**src/rtl/txn_ring_buffer_pkg.sv**
```systemverilog
// Shared types, helpers and error-flag layout for the transactional ring buffer.
package txn_ring_buffer_pkg;

  // Ceiling log2, used to size addresses and pointers from DEPTH.
  function automatic int unsigned u_log2(input int unsigned v);
    int unsigned r;
    r = 0;
    for (int unsigned i = 0; i < 32; i++) begin
      if ((64'd1 << i) < 64'(v)) r = i + 1;
    end
    return r;
  endfunction

  // Bit positions of the sticky flags when packed into a status word.
  localparam int unsigned ERR_OVERFLOW_BIT  = 0;
  localparam int unsigned ERR_UNDERFLOW_BIT = 1;
  localparam int unsigned ERR_CMD_BIT       = 2;

  typedef struct packed {
    logic err_cmd;
    logic underflow;
    logic overflow;
  } err_flags_t;

endpackage

```
**src/rtl/sdp_ram.sv**
```systemverilog
// Simple dual-port RAM: one write port, one read port with a registered output.
module sdp_ram import txn_ring_buffer_pkg::*; #(
  parameter int unsigned DATA_WIDTH = 8,
  parameter int unsigned DEPTH      = 512,
  localparam int unsigned ADDR_W    = u_log2(DEPTH)
) (
  input  logic                  clk_i,
  input  logic                  rst_ni,
  input  logic                  we_i,
  input  logic [ADDR_W-1:0]     waddr_i,
  input  logic [DATA_WIDTH-1:0] wdata_i,
  input  logic                  re_i,
  input  logic [ADDR_W-1:0]     raddr_i,
  output logic [DATA_WIDTH-1:0] rdata_o
);

  (* ramstyle = "M20K" *) logic [DATA_WIDTH-1:0] mem [DEPTH];
  logic [DATA_WIDTH-1:0] rdata_q;

  // Write port; contents are deliberately not reset.
  always_ff @(posedge clk_i) begin
    if (we_i) mem[waddr_i] <= wdata_i;
  end

  // Registered read; output holds its last value when no read is issued.
  always_ff @(posedge clk_i or negedge rst_ni) begin
    if (!rst_ni)   rdata_q <= '0;
    else if (re_i) rdata_q <= mem[raddr_i];
  end

  assign rdata_o = rdata_q;

endmodule

```
**src/rtl/txn_ring_buffer.sv**
```systemverilog
// Circular byte buffer with speculative writes that are committed or aborted as a frame.
module txn_ring_buffer import txn_ring_buffer_pkg::*; #(
  parameter int unsigned DATA_WIDTH  = 8,
  parameter int unsigned DEPTH       = 512,
  parameter int unsigned AFULL_LEVEL = 480,
  localparam int unsigned ADDR_W     = u_log2(DEPTH),
  localparam int unsigned CNT_W      = ADDR_W + 1
) (
  input  logic                  i_clk,
  input  logic                  i_rst_n,
  input  logic                  i_wr_en,
  input  logic [DATA_WIDTH-1:0] i_wr_data,
  input  logic                  i_commit,
  input  logic                  i_abort,
  input  logic                  i_rd_en,
  input  logic                  i_clr_err,
  output logic [DATA_WIDTH-1:0] o_rd_data,
  output logic                  o_rd_valid,
  output logic [CNT_W-1:0]      o_count,
  output logic [CNT_W-1:0]      o_pending,
  output logic [CNT_W-1:0]      o_free,
  output logic                  o_empty,
  output logic                  o_full,
  output logic                  o_almost_full,
  output logic                  o_overflow,
  output logic                  o_underflow,
  output logic                  o_err_cmd
);

  logic [CNT_W-1:0] rd_ptr_q, rd_ptr_d;
  logic [CNT_W-1:0] cmt_ptr_q, cmt_ptr_d;
  logic [CNT_W-1:0] wr_ptr_q, wr_ptr_d;
  err_flags_t       err_q, err_d;
  logic             rd_valid_q;

  logic [CNT_W-1:0] count_c, pending_c, occ_c, free_c;
  logic             cmd_conflict_c, abort_only_c;
  logic             wr_accept_c, wr_drop_c, rd_accept_c, rd_under_c;

  // Levels derived from registered pointers; modulo arithmetic handles wrap.
  always_comb begin
    count_c   = cmt_ptr_q - rd_ptr_q;
    pending_c = wr_ptr_q - cmt_ptr_q;
    occ_c     = wr_ptr_q - rd_ptr_q;
    free_c    = CNT_W'(DEPTH) - occ_c;
  end

  // Accept/refuse decisions, all against pre-edge levels.
  always_comb begin
    cmd_conflict_c = i_commit && i_abort;
    abort_only_c   = i_abort && !i_commit;
    wr_accept_c    = i_wr_en && (free_c != '0) && !abort_only_c;
    wr_drop_c      = i_wr_en && (free_c == '0) && !abort_only_c;
    rd_accept_c    = i_rd_en && (count_c != '0);
    rd_under_c     = i_rd_en && (count_c == '0);
  end

  // Next-state for pointers and sticky flags; a new error outranks a clear.
  always_comb begin
    rd_ptr_d  = rd_ptr_q;
    cmt_ptr_d = cmt_ptr_q;
    wr_ptr_d  = wr_ptr_q;
    err_d     = err_q;
    if (i_clr_err) err_d = '0;
    if (wr_accept_c) wr_ptr_d = wr_ptr_q + CNT_W'(1);
    if (!cmd_conflict_c) begin
      if (i_commit)     cmt_ptr_d = wr_ptr_q + CNT_W'(wr_accept_c);
      else if (i_abort) wr_ptr_d  = cmt_ptr_q;
    end
    if (rd_accept_c) rd_ptr_d = rd_ptr_q + CNT_W'(1);
    if (wr_drop_c)      err_d.overflow  = 1'b1;
    if (rd_under_c)     err_d.underflow = 1'b1;
    if (cmd_conflict_c) err_d.err_cmd   = 1'b1;
  end

  // State registers.
  always_ff @(posedge i_clk or negedge i_rst_n) begin
    if (!i_rst_n) begin
      rd_ptr_q   <= '0;
      cmt_ptr_q  <= '0;
      wr_ptr_q   <= '0;
      err_q      <= '0;
      rd_valid_q <= 1'b0;
    end else begin
      rd_ptr_q   <= rd_ptr_d;
      cmt_ptr_q  <= cmt_ptr_d;
      wr_ptr_q   <= wr_ptr_d;
      err_q      <= err_d;
      rd_valid_q <= rd_accept_c;
    end
  end

  sdp_ram #(
    .DATA_WIDTH (DATA_WIDTH),
    .DEPTH      (DEPTH)
  ) u_ram (
    .clk_i   (i_clk),
    .rst_ni  (i_rst_n),
    .we_i    (wr_accept_c),
    .waddr_i (wr_ptr_q[ADDR_W-1:0]),
    .wdata_i (i_wr_data),
    .re_i    (rd_accept_c),
    .raddr_i (rd_ptr_q[ADDR_W-1:0]),
    .rdata_o (o_rd_data)
  );

  assign o_rd_valid    = rd_valid_q;
  assign o_count       = count_c;
  assign o_pending     = pending_c;
  assign o_free        = free_c;
  assign o_empty       = (count_c == '0);
  assign o_full        = (free_c == '0);
  assign o_almost_full = (occ_c >= CNT_W'(AFULL_LEVEL));
  assign o_overflow    = err_q.overflow;
  assign o_underflow   = err_q.underflow;
  assign o_err_cmd     = err_q.err_cmd;

endmodule

```
**config.mk**
```make
export PLATFORM = sky130hd
export DESIGN_NAME = txn_ring_buffer
export DESIGN_NICKNAME = d
export VERILOG_FILES = /design/src/rtl/txn_ring_buffer_pkg.sv /design/src/rtl/sdp_ram.sv /design/src/rtl/txn_ring_buffer.sv
export SDC_FILE = /design/constraint.sdc
export NUM_CORES = 2
export LEC_CHECK = 0
export BUFFER_PORTS_ARGS = -buffer_cell sky130_fd_sc_hd__buf_2
export CAP_MARGIN = 20
export CORE_ASPECT_RATIO = 1.4
export CORE_UTILIZATION = 50
export CTS_CLUSTER_SIZE = 12
export DETAILED_ROUTE_END_ITERATION = 6
export PLACE_DENSITY = 0.73
export REMOVE_ABC_BUFFERS = 1
export SYNTH_ARGS = -nofsm -noshare
export SYNTH_HDL_FRONTEND = slang
export SYNTH_SLANG_ARGS = --single-unit
```
**constraint.sdc**
```tcl
create_clock -name i_clk -period 12.9 [get_ports i_clk]
set_clock_uncertainty 0.2 [all_clocks]
set_input_delay 1.29 -clock i_clk [delete_from_list [all_inputs] [get_ports i_clk]]
set_output_delay 1.29 -clock i_clk [all_outputs]
set_load 0.05 [all_outputs]
```
## Word-level counts from Yosys, hierarchy flattened

Memories as Yosys holds them, arrays and structs flattened. A register that Yosys moved wholly into a read port is not among the register bits.
Index checks and enable logic that the tools add are counted.

| word-level totals | value |
|---|---|
| memories kept | 1 |
| word-level logic and storage cells | 46 |
| bits in latches | 0 |
| memory bits (read-only) | 0 |
| register bits | 34 |
| input bits | 15 |
| bits in writable memories | 4,096 |
| output and inout port bits | 45 |

Memory list:

| memory | words | bits a word | rd ports | clocked after Yosys merged registers in | write ports | line | text |
|---|---|---|---|---|---|---|---|
| u_ram.mem | 512 | 8 | 1 | 1 | 1 | sdp_ram.sv:17 | `(* ramstyle = "M20K" *) logic [DATA_WIDTH-1:0] mem [DEPTH];` |

| cells by class | value |
|---|---|
| eq/ne operators | 0 |
| reduce and logical (&&, ||, !) cells | 19 |
| bitwise logic cells | 1 |
| muxes and demuxes | 10 |
| add/sub/neg operators | 7 |
| multipliers | 0 |
| magnitude comparators | 1 |
| div/mod/pow operators | 0 |
| shift-type cells | 0 |

Operators with widths:

| operator | number |
|---|---|
| 10-bit two-way mux | 4 |
| 10-bit subtractor | 3 |
| 10-bit by 1-bit adder with 10-bit output (second input constant) | 2 |
| 10-bit zero test | 2 |
| 10-bit nonzero test | 2 |
| 10-bit by 1-bit adder with 10-bit output | 1 |
| 10-bit by 9-bit greater-or-equal comparator with 1-bit output (second input constant) | 1 |
| 10-bit subtractor (first input constant) | 1 |
| 1-bit logical AND | 8 |
| 2-bit nonzero test | 3 |
| 1-bit two-way mux | 5 |
| 1-bit zero test | 3 |
| 3-bit two-way mux | 1 |
| 2-bit AND reduction | 1 |
| 1-bit inverter | 1 |

## Logic depth before layout (Yosys ltp)

| depth | value |
|---|---|
| word-level depth | 9 |
| depth in mapped cells | 23 |
| mapped depth without buffers | 19 |

## By module

Synthesis repeated with hierarchy kept, for this count alone.

| second synthesis, totals | value |
|---|---|
| cell total of the unflattened synthesis | 7,813 |
| area total of the unflattened synthesis | 162,027.9 sq um |

By module, submodules not included:

| module | times used | cells each | area each (sq um) | seq. area each (sq um) |
|---|---|---|---|---|
| sdp_ram | 1 | 7,423 | 158,801.1 | 123,198.2 |
| txn_ring_buffer | 1 | 390 | 3,226.8 | 850.8 |

## Worst setup path before layout

No wires, ideal clock.

| timing | value |
|---|---|
| path kind | reg2out |
| start | register rd_ptr_q[2] |
| end | output o_empty |
| arrival | 4.190 ns |
| data required time | 11.410 ns |
| cell stages (with the launch flop) | 14 |
| setup slack | 7.220 ns |
| buffers on the path | 5 |
| path through | dfrtp_1 buf_2 inv_2 buf_2 buf_2 buf_2 buf_2 ha_1 nor2b_1 o21ai_0 a21oi_1 nor3_1 nor4_1 and4b_1 |

| on the way | value |
|---|---|
| longest elaborated chain between the ends | 2 |

Ends and longest elaborated chain:

| item | line | text |
|---|---|---|
| start: declaration | txn_ring_buffer.sv:30 | `logic [CNT_W-1:0] rd_ptr_q, rd_ptr_d;` |
| start signal: assignment | txn_ring_buffer.sv:85 | `rd_ptr_q <= rd_ptr_d;` |
| 10-bit subtractor | txn_ring_buffer.sv:42 | `count_c = cmt_ptr_q - rd_ptr_q;` |
| net o_count[6] | txn_ring_buffer.sv:19 | `output logic [CNT_W-1:0] o_count,` |
| 10-bit zero test | txn_ring_buffer.sv:111 | `assign o_empty = (count_c == '0);` |
| end: declaration | txn_ring_buffer.sv:22 | `output logic o_empty,` |

The timed path passes the listed nets, and every way through them passes these cells.

## Final worst setup path

| timing | value |
|---|---|
| start | register rd_ptr_q[1] |
| end | output o_free[9] |

| on the way | value |
|---|---|
| longest elaborated chain between the ends | 2 |

Ends and longest elaborated chain:

| item | line | text |
|---|---|---|
| 10-bit subtractor | txn_ring_buffer.sv:44 | `occ_c = wr_ptr_q - rd_ptr_q;` |
| 10-bit subtractor | txn_ring_buffer.sv:45 | `free_c = CNT_W'(DEPTH) - occ_c;` |
| end: declaration | txn_ring_buffer.sv:21 | `output logic [CNT_W-1:0] o_free,` |

Every way passes these cells.

==> metrics.txt <==
status=complete, but fails checks; failing checks=DRC; Clock Path Buffers=4; reg2reg end=u_ram.rdata_o[4]$_DFFE_PN0P_; most frequent cells in the layout=4,096 x edfxtp_1, 1,041 x mux4_2, 399 x clkbuf_16, 327 x nor3_1, 287 x nor2_1; post_cts resized=0; clk sink count=around 4,100; PortBufs=just under 60; setup TNS=0 ns; final hold slack=around 0.28 ns; Yosys cell types=81; Final nets=8,075; CTS Buf Count=approximately 390; global routing usage on met3=approximately 7.3%; grt ovf=0; initial cell density of the core=50.3%; RSZ-0062 raised after global routing=no; CTS clk-pin slew, worst paths=roughly 0.060 ns; post-CTS setup buffers=0; Pwr Density=roughly 220 nW/um2; Storage cell area=between 100,000 and 150,000 um2; Worst R2R Setup Slack=between 6 and 7 ns; # IOs=60; Hold/Removal Path Class=input port to async pin; commonest non-fill, non-tap cell in the layout=edfxtp_1; CP Capture Type=primary output; post-route ant nets=0; total track usage=28.7%; Post-CTS Hold Buffers=0; CP Launch Type=flop; period utilisation layout=53.7%; fmax=144 MHz; DR pass1 iterations=7; Routed WL=469,000 um; placer congestion estimate=between 0.9 and 1; Gate Count Post-Synth=between 7,000 and 8,000; Worst Path Required=11.41 ns; worst rel slew slack=9.49%; synth warn=0; CTS root buf=clkbuf_16; first-pass GRT wire length=roughly 650,000 um; DRC=2; Max Cap Violations=0; top cell type by total area after synthesis=edfxtp_1; Post-DP HPWL=around 280,000 um; H-Tree Depth=5; post-synthesis cell area=roughly 160,000 um2; Reg-to-Reg Start=rd_ptr_q[0]$_DFFE_PN0P_; Worst Path Arrival=between 5 and 6 ns; Power, Total=slightly below 40 mW; Synth top area share=roughly 76%; Synth area leaders=edfxtp_1 76%, mux4_2 14%, mux2i_1 1.1%; Post-Syn Area per Cell=approximately 21 um2; final setup vio count=0; sequential cell area fraction in the yosys report=76.7%; GR peak layer=met2; Slew Limit Fails=0; WL/cell=between 30 and 40 um; maximum VDD drop=approximately 0.00032 V; fraction of registers with async set/reset=slightly above 1%; Synth Flop Type=edfxtp_1; FP Rows=246; met2 Resource Use GR=44.3%; Fill cells=23,070; worst-path maximum fanout=39; area taken by multi-input logic gates=35,600 um2; Area Growth Syn to Fin=11.0%; Final Hold Vio Count=0; Final min period=6.93 ns; die area=326,000 um2; EDFF count, synth=approximately 4,100; Static Leak=55.7 nW; pin slew with the least headroom to its limit=1.35 ns; met1 usage=a little over a third; routed vias/inst=between 6 and 7; clock latency at the later pin of the worst-skew pair=between 0.9 and 1 ns; vias=85,381; DRT iter0 DRCs=around 14,000; largest net degree at the start of global routing=176; R2R cell count=11; CTS tree=built; Core ar.=~320,000 um2; Die X=between 400 and 500 um; vias in the first global route=83,651; share of cells above drive strength 1=about a quarter; Setup CP Type=flop to primary output; synthesized flop and latch total=slightly above 4,000; die height=just under 700 um; initial antenna violation count=35
## metrics by stage
| stage | setup WS, ns | utilization, % | cells | area [um2] |
|---|---|---|---|---|
| after floorplan | -39.46 | - | 7112 | 160000 |
| after global placement | 6.34 | 52.1 | 11625 | 167000 |
| after detailed placement | 6.25 | 52.3 | 11703 | 168000 |
| after CTS | 6.03 | 55.6 | 12218 | 179000 |
| after global routing | 5.96 | 55.9 | 12359 | 180000 |
| final | 5.97 | 55.9 | 12377 | 180000 |
## report_power, final
part / switching (mW) / total, mW / leakage, nW / internal (mW)
Clock: 4.71 / 10.3 / 5.19 / 5.60
Combinational: 9.17 / 13.8 / 13.2 / 4.64
Sequential: 0.253 / 15.2 / 37.3 / 14.9
Total: 14.1 / 39.3 / 55.7 / 25.1
## registers in the layout (all words and copies together), names as in the netlist
| name | flops |
|---|---|
| u_ram.mem | 4096 |
| cmt_ptr_q | 10 |
| rd_ptr_q | 10 |
| wr_ptr_q | 10 |
| u_ram.rdata_o | 8 |
| o_err_cmd | 1 |
| o_overflow | 1 |
| o_rd_valid | 1 |
| o_underflow | 1 |
## critical path, cell delays in order, from the launching register on
cell and delay, ns:
dfrtp_4 0.91, inv_1 0.11, buf_4 0.33, fa_1 0.53, a21o_1 0.23, a41o_1 0.27, o221a_2 0.26, xor2_1 0.46
nor3_1 0.14, xnor2_1 0.82, buf_2 0.41
## worst max-delay path by stage
stage                     slack, ns  cells after the start                           end                    start
after CTS                      6.03                     10                     o_free[9]  rd_ptr_q[1]$_DFFE_PN0P_
after global routing           5.96                     12                        o_full  rd_ptr_q[1]$_DFFE_PN0P_
after global placement         6.34                     11  u_ram.rdata_o[4]$_DFFE_PN0P_  rd_ptr_q[0]$_DFFE_PN0P_
final                          5.97                     10                     o_free[9]  rd_ptr_q[1]$_DFFE_PN0P_
after detailed placement       6.25                     11  u_ram.rdata_o[4]$_DFFE_PN0P_  rd_ptr_q[0]$_DFFE_PN0P_
after floorplan              -39.46                     13   u_ram.mem[108][0]$_DFFE_PP_  rd_ptr_q[0]$_DFFE_PN0P_
## final cells by class
cell class / count / share of cell area [%]
Antenna cell: 20 / 0.0279
Clock buffer: 480 / 5.74
Clock inverter: 35 / 0.201
Inverter: 44 / 0.0969
Multi-Input combinational cell: 2930 / 19.8
Sequential cell: 4138 / 69.1
Tap cell: 4216 / 2.94
Timing Repair Buffer: 514 / 2.09
## kinds of logic (layout without fill, tap and decap cells)
logic type | count (synthesis) | after routing | share of synthesized area, %
other | 0 | 20 | 0
AO/OA/AOI/OAI | 634 | 634 | 2.85
AND/OR/NAND/NOR | 995 | 995 | 2.83
XOR/XNOR | 38 | 38 | 0.206
adder cells (fa/ha/maj) | 38 | 38 | 0.308
flip-flops | 4138 | 4138 | 76.7
multiplexers | 1225 | 1225 | 15.6
buffers and inverters | 530 | 1073 | 1.50
## synthesized netlist by cell type, drive strengths merged (7+ instances only)
library cell     n
edfxtp        4096
mux4          1041
nor3           331
nor2           299
buf            251
clkbuf         235
nand2          205
mux2i          178
a22oi          161
a221oi          76
o21ai           73
a21oi           72
a22o            63
nand3           53
o22ai           52
dfrtp           42
inv             42
ha              35
xnor2           24
a31oi           22
nor4            18
nor2b           15
o31ai           15
nand4           14
xor2            14
a21o            10
and2            10
o221ai          10
o2111ai          9
or4              9
a2111oi          8
and3             8
nand2b           8
a211oi           7
## routing by layer
layer | part of all wire, % | up-vias
li1 | - | 32695
met1 | 33 | 44260
met2 | 47 | 7037
met3 | 12 | 1367
met4 | 7.5 | 22
met5 | 0.030 | -
No activity file was read; power rests on OpenSTA's default activity.
